### src/rtl/imgproc_seq.sv
// Command sequencer for the image-processing datapath: decodes a host command, then
// runs pass 0 (orig -> stage -> temp) and pass 1 (temp -> orig). Optional watchdog: IMGPROC_SEQ_WATCHDOG_EN.
module imgproc_seq #(
  parameter int unsigned ANGLE_MAX = 90,
  parameter int unsigned TIMEOUT   = 262143
) (
  input  logic       clk,
  input  logic       rst_n,
  input  logic [3:0] cmd,
  input  logic [7:0] cmd_data,
  input  logic       cmd_valid,
  output logic       cmd_ack,
  output logic       busy,
  output logic       refresh,
  output logic       error,
  output logic [1:0] op_sel,
  output logic [6:0] angle,
  output logic       p0_start,
  input  logic       p0_done,
  output logic       p1_start,
  input  logic       p1_done
);

  typedef enum logic [2:0] {
    S_IDLE, S_DECODE, S_P0_GO, S_P0_WAIT, S_P1_GO, S_P1_WAIT, S_FIN
  } state_t;

  typedef enum logic [3:0] {
    OP_ROTATE = 4'd0,
    OP_GRAY   = 4'd1,
    OP_COPY   = 4'd2
  } opcode_t;

  state_t     r_state, w_next;
  logic [3:0] r_cmd;
  logic [7:0] r_data;
  logic       r_p0_done, r_p1_done;
  logic       r_busy, r_error;
  logic [1:0] r_op_sel;
  logic [6:0] r_angle;
  logic       w_illegal, w_timeout, w_abort;

  assign w_illegal = (r_cmd > OP_COPY) ||
                     ((r_cmd == OP_ROTATE) && (32'(r_data) > ANGLE_MAX));

`ifdef IMGPROC_SEQ_WATCHDOG_EN
  logic [17:0] r_wd;
  logic        w_in_wait, w_go;

  assign w_in_wait = (r_state == S_P0_WAIT) || (r_state == S_P1_WAIT);
  assign w_go      = (r_state == S_P0_GO)   || (r_state == S_P1_GO);

  always_ff @(posedge clk or negedge rst_n) begin
    if (!rst_n)                         r_wd <= '0;
    else if (w_go)                      r_wd <= '0;
    else if (w_in_wait && (r_wd != '1)) r_wd <= r_wd + 18'd1;
  end

  // Fires on the edge that would bring the count to TIMEOUT.
  assign w_timeout = w_in_wait && ((19'(r_wd) + 19'd1) >= 19'(TIMEOUT));
`else
  logic w_unused_timeout;
  assign w_unused_timeout = ^TIMEOUT;
  assign w_timeout        = 1'b0;
`endif

  assign w_abort = w_timeout && (((r_state == S_P0_WAIT) && !r_p0_done) ||
                                 ((r_state == S_P1_WAIT) && !r_p1_done));

  always_ff @(posedge clk or negedge rst_n) begin
    if (!rst_n) r_state <= S_IDLE;
    else        r_state <= w_next;
  end

  always_comb begin
    w_next   = r_state;
    cmd_ack  = 1'b0;
    p0_start = 1'b0;
    p1_start = 1'b0;
    refresh  = 1'b0;
    case (r_state)
      S_IDLE:    if (cmd_valid) w_next = S_DECODE;
      S_DECODE: begin
        cmd_ack = 1'b1;
        if (w_illegal)             w_next = S_IDLE;
        else if (r_cmd == OP_COPY) w_next = S_P1_GO;
        else                       w_next = S_P0_GO;
      end
      S_P0_GO: begin
        p0_start = 1'b1;
        w_next   = S_P0_WAIT;
      end
      S_P0_WAIT: begin
        if (r_p0_done)      w_next = S_P1_GO;
        else if (w_timeout) w_next = S_IDLE;
      end
      S_P1_GO: begin
        p1_start = 1'b1;
        w_next   = S_P1_WAIT;
      end
      S_P1_WAIT: begin
        if (r_p1_done)      w_next = S_FIN;
        else if (w_timeout) w_next = S_IDLE;
      end
      S_FIN: begin
        refresh = 1'b1;
        w_next  = S_IDLE;
      end
      default:   w_next = S_IDLE;
    endcase
  end

  // Done pulses are registered only inside their own WAIT state, so a pulse
  // coincident with the start strobe (still in the GO state) is dropped.
  always_ff @(posedge clk or negedge rst_n) begin
    if (!rst_n) begin
      r_cmd     <= '0;
      r_data    <= '0;
      r_p0_done <= 1'b0;
      r_p1_done <= 1'b0;
      r_busy    <= 1'b0;
      r_error   <= 1'b0;
      r_op_sel  <= '0;
      r_angle   <= '0;
    end else begin
      r_p0_done <= p0_done && (r_state == S_P0_WAIT);
      r_p1_done <= p1_done && (r_state == S_P1_WAIT);
      if ((r_state == S_IDLE) && cmd_valid) begin
        r_cmd  <= cmd;
        r_data <= cmd_data;
      end
      if ((r_state == S_IDLE) && cmd_valid)               r_error <= 1'b0;
      else if (((r_state == S_DECODE) && w_illegal) || w_abort) r_error <= 1'b1;
      if ((r_state == S_DECODE) && !w_illegal)            r_busy <= 1'b1;
      else if ((r_state == S_FIN) || w_abort)             r_busy <= 1'b0;
      if ((r_state == S_DECODE) && !w_illegal && (r_cmd != OP_COPY)) begin
        r_op_sel <= r_cmd[1:0];
        r_angle  <= (r_cmd == OP_ROTATE) ? r_data[6:0] : '0;
      end
    end
  end

  assign busy   = r_busy;
  assign error  = r_error;
  assign op_sel = r_op_sel;
  assign angle  = r_angle;

endmodule

### config.mk
export PLATFORM = sky130hd
export DESIGN_NAME = imgproc_seq
export DESIGN_NICKNAME = d
export VERILOG_FILES = /design/src/rtl/imgproc_seq.sv
export SDC_FILE = /design/constraint.sdc
export NUM_CORES = 1
export LEC_CHECK = 0
export ABC_AREA = 1
export CAP_MARGIN = 20
export CORE_MARGIN = 2
export CORE_UTILIZATION = 36
export CTS_CLUSTER_DIAMETER = 40
export DETAILED_ROUTE_END_ITERATION = 8
export GPL_ROUTABILITY_DRIVEN = 1
export HOLD_SLACK_MARGIN = 0.08
export PLACE_DENSITY = 0.66
export SYNTH_ARGS = -nofsm -noshare
export SYNTH_HDL_FRONTEND = slang
export SYNTH_SLANG_ARGS = --single-unit
export TNS_END_PERCENT = 50
### constraint.sdc
create_clock -name clk -period 1.8 [get_ports clk]
set_input_delay 0.27 -clock clk [delete_from_list [all_inputs] [get_ports clk]]
set_output_delay 0.27 -clock clk [all_outputs]
set_load 0.01 [all_outputs]
==> impl_metrics.toml <==
[timing]
max_slew_margin_pct = 76.42
rsz0062_at_grt = "false"
finalCritPeriodShare_pct = 97.24
setup_slack_ps = 49.70
setup_tns_ps = 0
fin_skew_ps = 6.179
setup_viol = 0
period_minus_slack_ps = 1750
max_slew.worst_pin.slew_ps = 353.8
hold_viol_final = 0
slew_viol_final = 0
max_freq_mhz = 571.3

[pwr]
p_int_mw = 1.744
max-vdd-ir-drop_mv = 0.4204
netSwitchingPower_mw = 1.119
p_comb_share_pct = 44.3
p_sw_share_pct = 39.07
leakage_nw = 0.8893
powerDensity_mw_per_mm2 = 1601
pwr-share-clk_pct = 17.5
seqPwrFrac_pct = 38.3

[layout]
fin_util_pct = 49.58
drive_gt1_share_pct = 18.04
area_growth_pct = 34.94
num-nets-final = 212
diodes = 0

[floorplanning]
dieArea_sq_mm = 0.004182
coreArea_sq_mm = 0.003606
die_y_um = 64.67
start_util_pct = 36.75
rows = 22
die_x_um = 64.67
ios = 32

[yosys]
synth_edf_count = 0
synth-seq-cells = 28
synth_cells = 157
synth.most_common_cell = "nand2_1"
synth_top_area_share_pct = 52.88
syn_area_per_cell_sq_um = 8.440
synth_top_cell_by_area = "dfrtp_1"
synth_area_sq_mm = 0.001325
async_flop_share_pct = 100.0
ys.flop_type = "dfrtp_1"
synth_commonest_cells = "nand2_1, dfrtp_1, inv_1"
yosysWarnings = 0
yosysSeqAreaShare_pct = 52.88
synth_nets = 174
synth_cell_types = 20
synth_top_cells_by_area = "dfrtp_1, nand2_1, inv_1, o21ai_2, o21ai_0"

[route]
ant_nets = 0
via_per_inst = 4.541
routedWlPerCell_um = 10.59
routed_wirelength_um = 2562
drtIter0Drc = 45
drc = 0
first_pass_iters = 4
vias = 1099

[global_routing]
first_global_vias = 983
track_usage_pct = 13.44
grt_max_degree = 29
grt_pass1_wl_um = 4353
overflow = 0
antenna_found_initial = 0

[setup_path]
critPathKind = "reg2out"
critPathCaptureType = "output pin"
cp.required_ps = 1530
reg2reg_depth = 8
arrival_ps = 1480
start_kind = "register"
cp_max_fo = 6

[cts]
tritoncts = "built"
cts.sinks = 28
cts-buffers-inserted = 3
cts_hold_buffers = 0
clock_path_buffers = 2
clk_latency_ps = 280
cts-htree-levels = 1
cts.clk_slew.worst_paths_ps = 100
cts_root_buffer = "clkbuf_8"

[placed_design]
portBuffers = 31
gp_congestion = 0.7827
pre_cts_ws_ps = 186.8
hpwl_um = 1894

[run_status]
status = "complete, no violations"

[run]
drv_cap = 0

[min_path]
min_path_type = "in2async"
## power by group through the flow
stage	registers [mW]	clock network, mW	logic, mW
after detailed placement	1.11	0	1.22
after global placement	1.09	0	1.19
after CTS	1.11	0.504	1.23
final	1.10	0.500	1.27
after global routing	1.13	0.539	1.43
after floorplan	1.09	0	0.830
## layout make-up
type / instances / area [sq um]
fillers: 353 / 1818
flip-flops and latches: 28 / 704.4
multi-input cells: 105 / 523.0
repair buffers: 36 / 347.8
inverters: 21 / 81.33
well taps: 48 / 60.06
clock buffers: 3 / 41.29
clock inverters: 1 / 30.03
## sequential cells by signal, indices dropped and copies added (netlist names)
signal	count
r_data	8
angle	7
r_cmd	4
r_state	3
op_sel	2
busy	1
error	1
r_p0_done	1
r_p1_done	1
## layer usage
metal	routed length, um	GRT usage, %
met1	1140	15.85
met2	1305	24.61
met5	0	0
met3	64	1.042
met4	52	6.383
## cells in the final DEF (no fill, tap or decap), types with 2 or more instances in the layout
cell type         n
nand2_1          59
clkdlybuf4s50_1  28
dfrtp_1          25
inv_1            18
nor2_1           10
o21ai_0           8
o21ai_2           7
nand2_2           5
buf_4             5
nand3_1           4
nor2_4            3
clkbuf_8          3
dfrtp_2           3
clkinv_2          2
nor2_2            2
dlygate4sd2_1     2
## metrics by stage
| stage | cell area, sq um | hold WS, ps | cells | total power [mW] |
|---|---|---|---|---|
| final | 1788 | 357.3 | 242 | 2.863 |
| after global routing | 1788 | 389.7 | 242 | 3.105 |
| after CTS | 1770 | 375.4 | 240 | 2.846 |
| after detailed placement | 1680 | 464.8 | 235 | 2.328 |
| after global placement | 1680 | 460.5 | 235 | 2.284 |
| after floorplan | 1325 | -25.59 | 157 | 1.916 |
## cells by family (layout without fill, tap and decap cells)
family / count (synthesis) / count (layout) / synth area share [%]
buffers and inverters: 24 / 61 / 8.403
AOI/OAI and AO/OA: 16 / 16 / 8.026
and+or+nand+nor: 89 / 89 / 30.69
DFF: 28 / 28 / 52.88
## worst max-delay path: stages (launching register included)
cell and delay, ps:
dfrtp_2 450, nand2_1 110, nor2_1 90, clkdlybuf4s50_1 550
## final timing paths
kind,start,end,slack [ps]
min reg2reg,r_data[7],r_data[7],480
max,r_state[1],refresh,50
max in group asynchronous,rst_n,r_state[2],1150
min,rst_n,r_data[3],360
min in group clk,r_data[7],r_data[7],480
max reg2reg,r_cmd[3],angle[3],400
## what timing repair did
item                       4_1_cts  5_1_grt
setup endpoints to repair        3        1
gates resized for setup          7        1
hold endpoints to repair         0        0
gates cloned                     0        0
buffers inserted                 1        2
Note: power is estimated with default switching activity, not from simulation.
